## src/rtl/mips_run_monitor_pkg.sv

```systemverilog
// Shared types and constants for the mips_cpu_harvard run monitor.
package mips_tb_pkg;

  typedef enum logic [2:0] {
    IDLE,
    RUN,
    CHECK,
    PASS,
    FAIL,
    TIMEOUT
  } monitor_state_t;

  localparam logic [31:0] RESET_VECTOR      = 32'hBFC0_0000;
  localparam logic [31:0] DEFAULT_HALT_ADDR = 32'h0000_0000;

endpackage

```

## src/rtl/mips_run_monitor_if.sv

```systemverilog
// CPU-facing observation bus plus the monitor's sticky status outputs.
// jump_count exists only when MIPS_RUN_MONITOR_JUMP_TRACE_EN is defined.
interface mips_run_monitor_if #(
  parameter int ADDR_W = 32,
  parameter int DATA_W = 32,
  parameter int CNT_W  = 16
);
  logic              clk_enable;
  logic              active;
  logic [ADDR_W-1:0] instr_address;
  logic [DATA_W-1:0] register_v0;
  logic [DATA_W-1:0] expected_v0;

  logic              done;
  logic              pass;
  logic              fail;
  logic              timed_out;
  logic [CNT_W-1:0]  cycle_count;
  logic [DATA_W-1:0] final_v0;
`ifdef MIPS_RUN_MONITOR_JUMP_TRACE_EN
  logic [CNT_W-1:0]  jump_count;
`endif

  // master: the bench/CPU side driving observations
  modport master (
    output clk_enable, active, instr_address, register_v0, expected_v0,
`ifdef MIPS_RUN_MONITOR_JUMP_TRACE_EN
    input  jump_count,
`endif
    input  done, pass, fail, timed_out, cycle_count, final_v0
  );

  modport slave (
    input  clk_enable, active, instr_address, register_v0, expected_v0,
`ifdef MIPS_RUN_MONITOR_JUMP_TRACE_EN
    output jump_count,
`endif
    output done, pass, fail, timed_out, cycle_count, final_v0
  );
endinterface

```

## src/rtl/mips_run_monitor.sv

```systemverilog
// End-of-program checker: detects the halt fetch, checks $v0, flags timeouts.
// Optional jump tracing enabled by defining MIPS_RUN_MONITOR_JUMP_TRACE_EN.
module mips_run_monitor
  import mips_tb_pkg::*;
#(
  parameter int                ADDR_W         = 32,
  parameter int                DATA_W         = 32,
  parameter logic [ADDR_W-1:0] HALT_ADDR      = ADDR_W'(DEFAULT_HALT_ADDR),
  parameter int                TIMEOUT_CYCLES = 200,
  parameter int                CNT_W          = 16
) (
  input  logic                clk,
  input  logic                reset,
  mips_run_monitor_if.slave   mon
);

  monitor_state_t    state;
  logic              done_q, pass_q, fail_q, timed_out_q;
  logic [CNT_W-1:0]  cycle_count_q;
  logic [DATA_W-1:0] final_v0_q;

  always_ff @(posedge clk) begin
    if (reset) begin
      state         <= IDLE;
      done_q        <= 1'b0;
      pass_q        <= 1'b0;
      fail_q        <= 1'b0;
      timed_out_q   <= 1'b0;
      cycle_count_q <= '0;
      final_v0_q    <= '0;
    end else if (mon.clk_enable) begin
      case (state)
        IDLE: if (mon.active) state <= RUN;
        RUN: begin
          cycle_count_q <= cycle_count_q + 1'b1;
          // halt wins over a timeout landing on the same cycle
          if (mon.instr_address == HALT_ADDR) begin
            state <= CHECK;
          end else if (cycle_count_q == CNT_W'(TIMEOUT_CYCLES - 1)) begin
            state       <= TIMEOUT;
            done_q      <= 1'b1;
            timed_out_q <= 1'b1;
            final_v0_q  <= mon.register_v0;
          end
        end
        CHECK: begin
          // one settle cycle lets the last write-back reach $v0
          done_q     <= 1'b1;
          final_v0_q <= mon.register_v0;
          if (mon.register_v0 == mon.expected_v0) begin
            state  <= PASS;
            pass_q <= 1'b1;
          end else begin
            state  <= FAIL;
            fail_q <= 1'b1;
          end
        end
        default: ;
      endcase
    end
  end

  assign mon.done        = done_q;
  assign mon.pass        = pass_q;
  assign mon.fail        = fail_q;
  assign mon.timed_out   = timed_out_q;
  assign mon.cycle_count = cycle_count_q;
  assign mon.final_v0    = final_v0_q;

`ifdef MIPS_RUN_MONITOR_JUMP_TRACE_EN
  logic [ADDR_W-1:0] prev_addr;
  logic              first_run;
  logic [CNT_W-1:0]  jump_count_q;

  always_ff @(posedge clk) begin
    if (reset) begin
      prev_addr    <= '0;
      first_run    <= 1'b0;
      jump_count_q <= '0;
    end else if (mon.clk_enable) begin
      prev_addr <= mon.instr_address;
      if (state == IDLE && mon.active) first_run <= 1'b1;
      if (state == RUN) begin
        first_run <= 1'b0;
        // the entry cycle has no meaningful predecessor fetch
        if (!first_run && mon.instr_address != prev_addr + ADDR_W'(4))
          jump_count_q <= jump_count_q + 1'b1;
      end
    end
  end

  assign mon.jump_count = jump_count_q;
`endif

endmodule

```

## src/flat_wrapper.sv

```systemverilog
// flat-port wrapper written by rule: the top's interface ports become plain ports
module mips_run_monitor_flat import mips_tb_pkg::*;
#(
  parameter int                ADDR_W         = 32,
  parameter int                DATA_W         = 32,
  parameter logic [ADDR_W-1:0] HALT_ADDR      = ADDR_W'(DEFAULT_HALT_ADDR),
  parameter int                TIMEOUT_CYCLES = 200,
  parameter int                CNT_W          = 16
)
  (clk, reset, mon_clk_enable, mon_active, mon_instr_address, mon_register_v0, mon_expected_v0, mon_done, mon_pass, mon_fail, mon_timed_out, mon_cycle_count, mon_final_v0);
  mips_run_monitor_if #(.ADDR_W(ADDR_W), .DATA_W(DATA_W), .CNT_W(CNT_W)) mon_i ();
  input  logic clk;
  input  logic reset;
  input wire logic [$bits(mon_i.clk_enable)-1:0] mon_clk_enable;
  input wire logic [$bits(mon_i.active)-1:0] mon_active;
  input wire logic [$bits(mon_i.instr_address)-1:0] mon_instr_address;
  input wire logic [$bits(mon_i.register_v0)-1:0] mon_register_v0;
  input wire logic [$bits(mon_i.expected_v0)-1:0] mon_expected_v0;
  output wire logic [$bits(mon_i.done)-1:0] mon_done;
  output wire logic [$bits(mon_i.pass)-1:0] mon_pass;
  output wire logic [$bits(mon_i.fail)-1:0] mon_fail;
  output wire logic [$bits(mon_i.timed_out)-1:0] mon_timed_out;
  output wire logic [$bits(mon_i.cycle_count)-1:0] mon_cycle_count;
  output wire logic [$bits(mon_i.final_v0)-1:0] mon_final_v0;
  assign mon_i.clk_enable = mon_clk_enable;
  assign mon_i.active = mon_active;
  assign mon_i.instr_address = mon_instr_address;
  assign mon_i.register_v0 = mon_register_v0;
  assign mon_i.expected_v0 = mon_expected_v0;
  assign mon_done = mon_i.done;
  assign mon_pass = mon_i.pass;
  assign mon_fail = mon_i.fail;
  assign mon_timed_out = mon_i.timed_out;
  assign mon_cycle_count = mon_i.cycle_count;
  assign mon_final_v0 = mon_i.final_v0;
  mips_run_monitor #(.ADDR_W(ADDR_W), .DATA_W(DATA_W), .HALT_ADDR(HALT_ADDR), .TIMEOUT_CYCLES(TIMEOUT_CYCLES), .CNT_W(CNT_W)) u_core (.clk(clk), .reset(reset), .mon(mon_i));
endmodule
```

## config.mk

```make
export PLATFORM = sky130hd
export DESIGN_NAME = mips_run_monitor_flat
export DESIGN_NICKNAME = d
export VERILOG_FILES = /design/src/rtl/mips_run_monitor_pkg.sv /design/src/rtl/mips_run_monitor_if.sv /design/src/rtl/mips_run_monitor.sv /design/src/flat_wrapper.sv
export SDC_FILE = /design/constraint.sdc
export NUM_CORES = 1
export LEC_CHECK = 0
export BUFFER_PORTS_ARGS = -buffer_cell sky130_fd_sc_hd__buf_2
export CORE_MARGIN = 5
export CORE_UTILIZATION = 44
export DETAILED_ROUTE_END_ITERATION = 8
export PLACE_DENSITY_LB_ADDON = 0.08
export SLEW_MARGIN = 15
export SYNTH_ARGS = -nofsm -noshare
export SYNTH_HDL_FRONTEND = slang
export SYNTH_SLANG_ARGS = --single-unit
```

## constraint.sdc

```tcl
create_clock -name clk -period 3 [get_ports clk]
set_clock_uncertainty 0.2 [all_clocks]
set_input_delay 0.3 -clock clk [delete_from_list [all_inputs] [get_ports clk]]
set_output_delay 0.3 -clock clk [all_outputs]
set_load 0.01 [all_outputs]
```

Word level (Yosys, flattened, before mapping). Cells that the tools add are included.

Bitwise gates (word level): 2. Add/sub/neg operators: 1. Eq/ne operators: 8. Reductions and logical operators: 10. Muxes and demuxes: 11.

Operators with widths (number): $mux W32 (2); $pmux W32 S2 (1); $eq A32 B32 Y1 (1); $logic_not A32 Y1 (1); $add A16 B1 Y16 const B (1); $eq A16 B8 Y1 const B (1); $mux W3 (4); $reduce_and A4 Y1 (3); $pmux W3 S3 (1); $reduce_and A3 Y1 (2); $ne A2 B2 Y1 const B (2); $eq A3 B1 Y1 const B (1); $eq A3 B2 Y1 const B (1); $logic_not A3 Y1 (1); $ne A3 B1 Y1 const B (1); $reduce_bool A3 Y1 (1); $mux W1 (2); $ne A2 B1 Y1 const B (1); $not A1 Y1 (2); $pmux W1 S2 (1); $reduce_and A2 Y1 (1); $reduce_bool A2 Y1 (1).

Input bits: 100. Logic and storage cells: 39. Flip-flop bits (word level): 55.

Logic depth before layout (Yosys ltp).
Word-level depth: 4. Mapped depth: 7. Depth with buffers taken out: 7.

Worst setup path before layout. No wires, ideal clock.

Path type: register to register. Start: register u_core.cycle_count_q[0] (netlist: u_core.mon.cycle_count[0]). End: register u_core.final_v0_q[0] (netlist: u_core.mon.final_v0[0]). Path buffers: 1. Setup time: 128 ps. Arrival: 1934 ps. Stages on the path, launching flop included: 8. Slack: 738 ps. Required time: 2672 ps. Cells stage by stage: dfxtp_1 > ha_1 > nor4bb_1 > nand4_1 > o31ai_4 > buf_6 > mux2i_1 > nor2_1.

Longest elaborated chain between the ends: 3.

Ends and longest elaborated chain: start, declared (line mips_run_monitor.sv:19) `logic [CNT_W-1:0] cycle_count_q;`; start signal, assigned (line mips_run_monitor.sv:35) `cycle_count_q <= cycle_count_q + 1'b1;`; $eq A16 B8 Y1 (line mips_run_monitor.sv:39) `end else if (cycle_count_q == CNT_W'(TIMEOUT_CYCLES - 1)) begin`; $ne A2 B1 Y1 (no source line); $reduce_and A4 Y1 (no source line); end signal, assigned (line mips_run_monitor.sv:43) `final_v0_q <= mon.register_v0;`; end signal, assigned (line mips_run_monitor.sv:49) `final_v0_q <= mon.register_v0;`; end, declared (line mips_run_monitor.sv:20) `logic [DATA_W-1:0] final_v0_q;`.

No other way between the ends. A chain may end at the register's enable or synchronous reset.

Worst setup path in the final report.
Start: register u_core.cycle_count_q[0] (netlist: u_core.mon.cycle_count[0]). End: register u_core.final_v0_q[17] (netlist: u_core.mon.final_v0[17]).

Same word-level chain as after synthesis.

==> results.yml <==
power_and_ir_drop:
  power.density_mw_per_mm2: 413
  leakage_uw: 0.00155
  vdd.ir_drop.worst_uv: 279
  totalPowerFinal_uw: 1460
outcome:
  outcome: "complete, no violations"
clock_network:
  clock_latency_ps: 300
  cts-root-to-sink-buffers: 2
  clock_tree_from_tritoncts: "yes"
  numClockSinks: 55
  cts_made_buffers: 5
  cts-resized-gates: 0
  hold_buffers: 0
  htreeDepth: 2
  cts.clk_slew.worst_paths_ps: 100
  cts.root.buffer_cell: "sky130_fd_sc_hd__clkbuf_8"
  cts_setup_buffers: 0
setup_path:
  start_kind: "flop"
  startpoint: "u_core.mon.cycle_count[0]"
  rr_endpoint: "u_core.mon.final_v0[17]"
  timing.critical_path.buf_inv: 1
  register_to_register_setup_slack_ps: 610
  crit_arrival_ps: 2360
  cp.depth: 7
  worstPathMaxFanout: 33
  slowest_cell_on_the_critical_path: "sky130_fd_sc_hd__dfxtp_1"
  cp_slowest_stage_delay_ps: 420
  path_class: "flop to flop"
  timing.critical_path.cells: "ha_1 > nor4bb_1 > nand4_1 > o31ai_4 > buf_12 > mux2i_1 > nor2_1"
  worst_path_dominant_cell_family: "simple AND/OR/NAND/NOR gates"
  critical_path.endpoint_type: "flop"
  reg2regPathDepth: 7
  cp.required_ps: 2970
  critical_path.endpoint: "u_core.mon.final_v0[17]"
  r2r-start: "u_core.mon.cycle_count[0]"
timing:
  finalMaxSlewViolations: 0
  hold_violations: 0
  finalSetupTns_ps: 0
  timing.final.crit_period_ps: 2390
  final_min_period_over_clock_period_pct: 79.8
  setup_viol: 0
  rsz0062_at_grt: "no"
  worst_slew_margin_rel_pct: 51.1
  max_slew.worst_pin.slew_ps: 731
  max_freq_ghz: 0.418
logic_synthesis:
  postSynthCellCount: 278
  postSynthAreaPerCell_sq_um: 9.39
  mappedNetlistArea_sq_mm: 0.00261
  ys_types: 33
  synthesis.yosys.warnings: 0
  number_of_enable_type_register_cells_in_the_synthesized_netlist: 0
  ys_seq_elements: 55
  fraction_of_the_yosys_area_taken_by_sequential_cells_pct: 42.2
  synth_top_area_share_pct: 42.2
  dominantRegCellSynth: "sky130_fd_sc_hd__dfxtp_1"
  synth-async-reset-ratio_pct: 0
  synth_top_area_cell: "sky130_fd_sc_hd__dfxtp_1"
  synth_fp_nets: 379
  cell_types_with_the_largest_area_share_after_synthesis: "sky130_fd_sc_hd__dfxtp_1 42%, sky130_fd_sc_hd__xnor2_1 12%, sky130_fd_sc_hd__mux2i_1 12%"
floorplanning:
  design.die.area_sq_mm: 0.00758
  num_rows: 28
  fp.coreArea_sq_mm: 0.00585
  die-width_microns: 87.0
  initial_utilization_pct: 44.6
  die_h_microns: 87.0
  io_pins: 152
placed_design:
  hpwl_microns: 5430
  gp_congestion: 0.791
  io_buffer_count: 151
drt:
  post_drt_via_cell_ratio: 4.88
  remaining_drc_errors: 0
  dr_pass1_iterations: 4
  wl_per_cell_microns: 13.4
  totalWireLength_microns: 6790
  via_count: 2465
  detailedRoute.firstIterationViolations: 92
  final_antenna_net_count: 0
finish:
  diodes: 0
  drive_gt1_share_pct: 38.6
  nNetsFinal: 530
  area_delta_synth_final_pct: 35.1
global_routing:
  grt_remaining_overflow: 0
  grt_usage_pct: 17.7
  first_global_vias: 2441
  grt_pass1_wl_microns: 10700
  number_of_antenna_violations_at_the_first_check_in_global_routing: 0
  largest_net_degree_at_the_start_of_global_routing: 39
run:
  max_cap_violations: 0
min_path:
  min-delay-path-class: "input port to flop"
[synth_stat cells (all sizes together), types with 3 or more instances]
cell / count
nor2: 57
dfxtp: 55
xnor2: 37
mux2i: 32
nand4: 15
nand2: 14
nor4: 11
xor2: 9
clkbuf: 6
nand3: 5
inv: 4
nor3: 4
a311oi: 3
buf: 3
nor3b: 3
[per-stage QoR]
stage          util [%]  cell area, sq um  worst slack, ps  hold slack [ps]  std cells
2_1_floorplan         -              2610              738              247        278
3_3_place_gp       58.7              3430              724              249        497
3_5_place_dp       58.7              3430              603              262        497
4_1_cts            60.3              3530              580             39.3        505
5_1_grt            60.3              3530              408             51.3        505
6_report           60.3              3530              607             54.3        505
[worst min-delay path by stage]
stage / to / cells after the start / start
after floorplan: u_core.mon.final_v0[0] / 2 / mon_register_v0[0]
after global placement: u_core.mon.done / 2 / u_core.mon.done
after detailed placement: u_core.mon.pass / 2 / u_core.mon.pass
after CTS: u_core.mon.final_v0[10] / 3 / mon_register_v0[10]
after global routing: u_core.mon.final_v0[10] / 3 / mon_register_v0[10]
final: u_core.mon.final_v0[10] / 3 / mon_register_v0[10]
[final cells by class]
class	instances	area [sq um]
clock buffers	7	86.3
fillers	555	2320
repair buffers	153	783
well taps	75	93.8
inverters	4	15.0
flip-flops and latches	55	1100
multi-input cells	210	1440
clock inverters	1	8.76
[worst reg2reg max path, delay by kind of cell, from the launching register on]
| family | cells | cell delay (ps) |
|---|---|---|
| AO/OA/AOI/OAI | 1 | 280 |
| adder cells (fa/ha/maj) | 1 | 240 |
| buffers and inverters | 1 | 280 |
| flip-flops | 1 | 420 |
| multiplexers | 1 | 230 |
| AND/OR/NAND/NOR | 3 | 610 |
[sequential cells by signal, summed over array words and instances, names as in the netlist]
name	cells
u_core.mon.final_v0	32
u_core.mon.cycle_count	16
u_core.mon.pass	1
u_core.mon.timed_out	1
u_core.mon.fail	1
u_core.state	3
u_core.mon.done	1
[layer usage]
layer	wire [microns]	vias up	part of all wire, %	global-route usage, %
met1	2790	1113	41	20.3
met5	0	-	0	0
met4	59	0	0.87	4.25
li1	-	1261	-	-
met3	648	6	9.5	5.30
met2	3300	85	49	32.1
[kinds of logic (layout without fill, tap and decap cells)]
| group | after synthesis | after routing | share of synthesized area [%] |
|---|---|---|---|
| xor+xnor | 46 | 46 | 15.4 |
| buf+inv | 13 | 165 | 2.73 |
| simple gates | 120 | 120 | 23.2 |
| flops | 55 | 55 | 42.2 |
| mux | 32 | 32 | 12.3 |
| compound gates | 11 | 11 | 3.74 |
| fa+ha+maj | 1 | 1 | 0.479 |
[where the power goes]
part           total [uW]  internal, uW  switching, uW  leakage (uW)
Clock                 419           190            229     0.0000484
Combinational         263           138            125       0.00106
Sequential            775           756           18.9      0.000445
Total                1460          1080            374       0.00155
[layout by cell type (no fill, tap or decap), drive strengths merged]
| cell | synthesis | routed |
|---|---|---|
| a311oi | 3 | 3 |
| clkbuf | 6 | 7 |
| nand4 | 15 | 15 |
| nor3 | 4 | 4 |
| and3 | 2 | 2 |
| mux2i | 32 | 32 |
| a21bo | 1 | 1 |
| ha | 1 | 1 |
| o22ai | 2 | 2 |
| clkinv | 0 | 1 |
| nand3b | 1 | 1 |
| nor4b | 1 | 1 |
| nand2 | 14 | 14 |
| a2111oi | 1 | 1 |
| nor4 | 11 | 11 |
| nand2b | 2 | 2 |
| dfxtp | 55 | 55 |
| nand3 | 5 | 5 |
| o21a | 1 | 1 |
| nor3b | 3 | 3 |
| xor2 | 9 | 9 |
| nor2 | 57 | 57 |
| o31ai | 1 | 1 |
| and2 | 2 | 2 |
| or2b | 1 | 1 |
| buf | 3 | 153 |
| a21oi | 2 | 2 |
| xnor2 | 37 | 37 |
| inv | 4 | 4 |
| and4bb | 1 | 1 |
| nor4bb | 1 | 1 |
Note: power is estimated with default switching activity, not from simulation.
